### src/rtl/pa_clic_arb.sv
// pa_clic_arb: CLIC interrupt arbiter ahead of the RTU interrupt-judge stage.
// Define PA_CLIC_ARB_EDGE_TRIG_EN to enable per-source edge triggering.
module pa_clic_arb #(
   parameter int INT_NUM = 16
) (
   input  logic               forever_cpuclk,
   input  logic               cpurst_b,
   input  logic [INT_NUM-1:0] pad_clic_int_src,
   input  logic               cfg_wen,
   input  logic [5:0]         cfg_idx,
   input  logic [1:0]         cfg_field,
   input  logic [7:0]         cfg_wdata,
   output logic [7:0]         cfg_rdata,
   input  logic [11:0]        cpu_clic_curid,
   input  logic               cpu_clic_int_exit,
   output logic [11:0]        clic_cpu_int_id,
   output logic [7:0]         clic_cpu_int_il,
   output logic [1:0]         clic_cpu_int_priv,
   output logic               clic_cpu_int_hv
);

   typedef enum logic {ARB, HOLD} state_t;

   state_t state, state_nxt;

   logic [INT_NUM-1:0]      ie;
   logic [INT_NUM-1:0]      ip;
   logic [INT_NUM-1:0]      ip_nxt;
   logic [INT_NUM-1:0]      hv;
   logic [INT_NUM-1:0]      trig;
   logic [INT_NUM-1:0][7:0] ctl;
   logic [INT_NUM-1:0]      sel;

   logic [11:0] best_id;
   logic [7:0]  best_il;
   logic        best_hv;

   logic [11:0] id_nxt;
   logic [7:0]  il_nxt;
   logic [1:0]  priv_nxt;
   logic        hv_nxt;

   always_comb begin
      for (int k = 0; k < INT_NUM; k++) begin
         sel[k] = (cfg_idx == 6'(k));
      end
   end

`ifdef PA_CLIC_ARB_EDGE_TRIG_EN
   logic [INT_NUM-1:0] src_f;

   always_ff @(posedge forever_cpuclk or negedge cpurst_b) begin
      if (!cpurst_b) begin
         src_f <= '0;
         trig  <= '0;
      end else begin
         src_f <= pad_clic_int_src;
         for (int k = 0; k < INT_NUM; k++) begin
            if (cfg_wen && sel[k] && cfg_field == 2'd1) begin
               trig[k] <= cfg_wdata[0];
            end
         end
      end
   end

   // cfg write beats a new edge, which beats the exit clear
   always_comb begin
      for (int k = 0; k < INT_NUM; k++) begin
         ip_nxt[k] = pad_clic_int_src[k];
         if (trig[k]) begin
            ip_nxt[k] = ip[k];
            if (cpu_clic_int_exit && cpu_clic_curid == 12'(k)) begin
               ip_nxt[k] = 1'b0;
            end
            if (pad_clic_int_src[k] && !src_f[k]) begin
               ip_nxt[k] = 1'b1;
            end
            if (cfg_wen && sel[k] && cfg_field == 2'd3) begin
               ip_nxt[k] = cfg_wdata[0];
            end
         end
      end
   end
`else
   logic unused_curid;

   assign unused_curid = ^cpu_clic_curid;
   assign trig         = '0;

   always_comb begin
      ip_nxt = pad_clic_int_src;
   end
`endif

   always_ff @(posedge forever_cpuclk or negedge cpurst_b) begin
      if (!cpurst_b) begin
         ie  <= '0;
         ip  <= '0;
         hv  <= '0;
         ctl <= '0;
      end else begin
         ip <= ip_nxt;
         for (int k = 0; k < INT_NUM; k++) begin
            if (cfg_wen && sel[k]) begin
               unique case (cfg_field)
                  2'd0:    ie[k]  <= cfg_wdata[0];
                  2'd1:    hv[k]  <= cfg_wdata[1];
                  2'd2:    ctl[k] <= cfg_wdata;
                  default: ;
               endcase
            end
         end
      end
   end

   always_comb begin
      cfg_rdata = '0;
      for (int k = 0; k < INT_NUM; k++) begin
         if (sel[k]) begin
            unique case (cfg_field)
               2'd0:    cfg_rdata = {7'd0, ie[k]};
               2'd1:    cfg_rdata = {6'd0, hv[k], trig[k]};
               2'd2:    cfg_rdata = ctl[k];
               default: cfg_rdata = {7'd0, ip[k]};
            endcase
         end
      end
   end

   // ascending scan with >= lets the higher id win a ctl tie
   always_comb begin
      best_id = '0;
      best_il = '0;
      best_hv = 1'b0;
      for (int k = 0; k < INT_NUM; k++) begin
         if (ip[k] && ie[k] && ctl[k] != 8'd0
             && ctl[k] >= best_il) begin
            best_id = 12'(k);
            best_il = ctl[k];
            best_hv = hv[k];
         end
      end
   end

   always_comb begin
      state_nxt = state;
      id_nxt    = best_id;
      il_nxt    = best_il;
      priv_nxt  = (best_il != 8'd0) ? 2'b11 : 2'b00;
      hv_nxt    = best_hv;
      unique case (state)
         ARB: begin
            if (cpu_clic_int_exit) begin
               state_nxt = HOLD;
               id_nxt    = '0;
               il_nxt    = '0;
               priv_nxt  = '0;
               hv_nxt    = 1'b0;
            end
         end
         HOLD: begin
            if (cpu_clic_int_exit) begin
               id_nxt   = '0;
               il_nxt   = '0;
               priv_nxt = '0;
               hv_nxt   = 1'b0;
            end else begin
               state_nxt = ARB;
            end
         end
         default: state_nxt = ARB;
      endcase
   end

   always_ff @(posedge forever_cpuclk or negedge cpurst_b) begin
      if (!cpurst_b) begin
         state             <= ARB;
         clic_cpu_int_id   <= '0;
         clic_cpu_int_il   <= '0;
         clic_cpu_int_priv <= '0;
         clic_cpu_int_hv   <= 1'b0;
      end else begin
         state             <= state_nxt;
         clic_cpu_int_id   <= id_nxt;
         clic_cpu_int_il   <= il_nxt;
         clic_cpu_int_priv <= priv_nxt;
         clic_cpu_int_hv   <= hv_nxt;
      end
   end

endmodule
### config.mk
export PLATFORM = sky130hd
export DESIGN_NAME = pa_clic_arb
export DESIGN_NICKNAME = d
export VERILOG_FILES = /design/src/rtl/pa_clic_arb.sv
export SDC_FILE = /design/constraint.sdc
export NUM_CORES = 1
export LEC_CHECK = 0
export ABC_AREA = 1
export CELL_PAD_IN_SITES_DETAIL_PLACEMENT = 2
export CELL_PAD_IN_SITES_GLOBAL_PLACEMENT = 2
export CORE_MARGIN = 1.5
export CORE_UTILIZATION = 38
export CTS_CLUSTER_SIZE = 12
export DETAILED_ROUTE_END_ITERATION = 16
export HOLD_SLACK_MARGIN = 0.12
export PLACE_DENSITY = 0.95
export SYNTH_ARGS = -nofsm -noshare
export SYNTH_HDL_FRONTEND = slang
export SYNTH_SLANG_ARGS = --single-unit
### constraint.sdc
create_clock -name forever_cpuclk -period 40.3 [get_ports forever_cpuclk]
set_clock_uncertainty 0.1 [all_clocks]
set_input_delay 8.06 -clock forever_cpuclk [delete_from_list [all_inputs] [get_ports forever_cpuclk]]
set_output_delay 8.06 -clock forever_cpuclk [all_outputs]
set_load 0.02 [all_outputs]
Yosys cells after proc, flatten, opt, wreduce, memory -nomap -nowiden. Cells that the tools add are included.

Flip-flop bits (word level): 199. Input port bits: 48. Output and inout port bits: 31.

$lt $le $gt $ge: 16. Equal/unequal tests: 17. Mux-type cells: 84. Reductions and logical operators: 131.

Operator list (count): $pmux 8 s3 (16); $mux 8 (33); $mux 12 (15); $reduce_bool 8->1 (17); $ge 8x8->1 (15); $reduce_and 2->1 (48); $logic_and 1x1->1 (64); $eq 6x4->1 const B (8); $eq 6x3->1 const B (4); $mux 1 (18); $eq 6x2->1 const B (2); $ge 8x1->1 const B (1); $eq 6x1->1 const B (1); $logic_not 6->1 (1); $mux 2 (2); $eq 2x1->1 const B (1); $eq 2x2->1 const B (1); $logic_not 2->1 (1).

Depth between registers and ports, before layout.
Depth in word-level cells: 52. Depth in mapped cells: 211.

Least setup slack after synthesis. Ideal clock, no wire load.

Path type: register to register. From: register ctl[6] (netlist bit). To: register clic_cpu_int_id[2]. Setup time: 0.127 ns. Arrival: 20.567 ns. Setup slack: 19.506 ns. Cell stages (with the launch flop): 197. Buffers on the path: 19. Period minus slack after synthesis: 20.794 ns. Cell sequence: dfrtp_1 nor2_1 nand2_1 nor2_1 nor2_4 nand2_1 ha_1 a21o_1 nor2_2 nand3_2 nand2_2 buf_2 nand2_1 o21ai_0 ha_1 o21ai_0 nand2_1 o21ai_0 [... 161 more ...] a211oi_1 nand2_4 nand2_2 buf_6 nand2_2 and2_1 ha_1 a21boi_0 o21a_1 o21a_1 o21ai_0 nand2_1 a21oi_1 o21ai_0 nand2_1 clkinv_1 o41ai_1 inv_1.

Cells in the longest elaborated chain, start to end: 50. Elaborated cells between the ends (all ways): 63.

RTL lines: start, declared (line 31) `logic [INT_NUM-1:0][7:0] ctl;`; start signal, assigned by index (line 108) `2'd2: ctl[k] <= cfg_wdata;`; parallel branches: the longest is 3 deep, another holds $ge 8x1->1; $mux 8 * (line 136) `if (ip[k] && ie[k] && ctl[k] != 8'd0`; $ge 8x8->1 (line 137) `&& ctl[k] >= best_il) begin`; $logic_and 1x1->1 (line 137); $mux 8 * (line 136); $ge 8x8->1 (line 137); $logic_and 1x1->1 (line 137); $mux 8 * (line 136); [... 33 more ...]; $ge 8x8->1 (line 137); $logic_and 1x1->1 (line 137); $mux 8 (line 136); $ge 8x8->1 (line 137); $logic_and 1x1->1 (line 137); $mux 12 * (line 136); $mux 12 * (line 153, 162); net id_nxt[2] (line 38) `logic [11:0] id_nxt;`; end signal, assigned (line 184) `clic_cpu_int_id <= id_nxt;`; end, declared (line 16) `output logic [11:0] clic_cpu_int_id,`.

Mark *: on every way through the listed nets, which the timed path passes. A chain may end at the register's enable or synchronous reset.

Worst setup path after layout.
From: register ctl[6] (netlist bit). To: register clic_cpu_int_id[3].

Same word-level chain as after synthesis.

==> metrics <==
DP Worst Slack=13.33 ns; die width=188 µm; Post-CTS Setup Inserts=0; Top cell by count, worst path=nand2_1; Hold WS=0.407 ns; Detailed Routing Iterations Pass 1=6; commonest cells after routing, fill and taps aside=497 x nand2_1, 293 x o21ai_0, 203 x inv_1; DRC=0; Peak VDD IR=31.6 µV; Hold Vio Cnt, Final=0; worst-path maximum fanout=20; number of vias per cell=6.13; # H-tree levels=4; crit path kind=register to register; dominant synthesized flop cell=dfrtp_1; share of layout cells above drive strength 1=0.0492; CTS sink count=190; ANT cells=0; Setup TNS Final=0 ns; starting DRC count in detailed routing=920; PwrDens=43.8 nW/µm²; Num CTS Buffers=17; io pins=79; Die H=188 µm; NumNets Final=1972; Mean Syn Cell Area=7.27 µm²; worst hold path type=register to register; max cap viols=0; clock tree root driver cell=clkbuf_16; Post-synth ARST share=1.00; GPL Wtd Cong=0.828; Yosys top cell area share=0.365; critical path endpoint category=register; Data arrival, critical path=30.21 ns; DP HPWL=40.4 mm; synth top area cells=dfrtp_1 36%, nand2_1 14%, o21ai_0 11%; global-route wire length before repair=93.9 mm; GR Overflow Total=0; Final WS setup=10.35 ns; commonest non-fill, non-tap cell in the layout=nand2_1; synthesized instance count=1794; clock tree buffer depth=2; initial antenna violation count=0; max-slew violation count=0; minimum clock period=29.95 ns; DR WL/cell=26.3 µm; fin crit share=0.743; Seq/Total Area, Yosys=0.365; Initial Utilization=0.388; synth warn=0; Power, Total=637 µW; vias in the first global route=16020; Post-synth EDFFs=0; CTS Hold Bufs=0; area leader, netlist=dfrtp_1; RSZ-0062 raised after global routing=no; CP startpoint kind=register; Worst-Margin Slew=1.31 ns; Critical-path top delay cell=o21ai_0; worst stage delay on the critical path=0.55 ns; TritonCTS clock tree=yes; cts repair resizes=0; Synth cell types=46; Max Clk Rate=33.4 MHz; worst-skew pair later-pin latency=0.49 ns; Slew HR=0.120; outcome=completed; Area Overhead vs Synth=11.5%; FF+latch count, synth=190; drt total wl=59.9 mm; reg-to-reg slack, setup=10.35 ns; Post-Syn Area=13000 µm²; Core Area=33600 µm²; Pleak=6.96 nW; Buffers on Ports=58; Vias=13962; CP Data Required Time=40.55 ns; Std-Cell Rows=67; pin count of the biggest net entering global routing=67; die area=35400 µm²; Reg clk slew, reported paths=0.07 ns; Core Util, Final=0.432; GRT Total Usage=0.344; Antenna Nets Post-Route=0; Setup Viol. Count Final=0
[state kept, by name (all words and copies together), names as in the netlist]
name	count
ctl	128
hv	16
ie	16
ip	16
clic_cpu_int_il	8
clic_cpu_int_id	4
clic_cpu_int_hv	1
clic_cpu_int_priv	1
[power breakdown]
part | switching (mW) | internal [mW]
Sequential | 0.0144 | 0.204
Combinational | 0.160 | 0.0742
Clock | 0.0868 | 0.0971
Total | 0.262 | 0.375
[per-layer routing]
metal  vias to the layer above  routed length, µm  part of all wire  global-route usage
li1                       6072                  -                 -                   -
met1                      7196              23400              0.39               0.384
met2                       468              30900              0.52               0.622
met3                       226               2110             0.035              0.0436
met4                         0               3490             0.058               0.213
met5                         -                  0                 0                   0
[cell type report]
class / count / area [µm²]
well taps: 448 / 561
multi-input cells: 1332 / 7180
fillers: 3893 / 19100
repair buffers: 67 / 652
inverters: 209 / 785
clock buffers: 21 / 470
flip-flops and latches: 190 / 4750
clock inverters: 11 / 129
[worst paths after layout]
check                                    from                            to  depth (start not counted)
setup reg to reg           ctl[6]$_DFFE_PN0P_  clic_cpu_int_id[3]$_DFF_PN0_                        180
min in group asynchronous            cpurst_b           ctl[45]$_DFFE_PN0P_                          1
setup / recovery           ctl[6]$_DFFE_PN0P_  clic_cpu_int_id[3]$_DFF_PN0_                        180
hold / removal              ie[5]$_DFFE_PN0P_             ie[5]$_DFFE_PN0P_                          2
max in group asynchronous            cpurst_b  clic_cpu_int_il[4]$_DFF_PN0_                          2
hold reg to reg             ie[5]$_DFFE_PN0P_             ie[5]$_DFFE_PN0P_                          2
[through the flow]
step                std cells  area (µm²)
floorplan                1801       13100
finish                   2278       14500
CTS                      2278       14500
detailed placement       2246       13900
global route             2278       14500
global placement         2246       13900
[synthesized netlist by cell type, types with 25 or more instances]
library cell and number:
a21oi_1 64, clkbuf_1 44, dfrtp_1 190, ha_1 107, inv_1 203, nand2_1 497
nand2_2 33, nand3_1 76, nor2_1 65, nor3_1 34, nor4_1 25, o21ai_0 293
[worst max-delay path, delay by kind of cell (launching register included)]
kind,cells,cell delay (ns)
buffers and inverters,16,2.07
flip-flops,1,0.43
adder cells (fa/ha/maj),15,4.57
AO/OA/AOI/OAI,45,9.21
AND/OR/NAND/NOR,104,13.28
[cells by family after synthesis]
family | count (synthesis) | synth area share
AO/OA/AOI/OAI | 458 | 0.196
adder cells (fa/ha/maj) | 107 | 0.103
buffers and inverters | 279 | 0.0870
flip-flops | 190 | 0.365
other | 1 | 0.000288
AND/OR/NAND/NOR | 759 | 0.249
No activity file was read; power rests on OpenSTA's default activity.
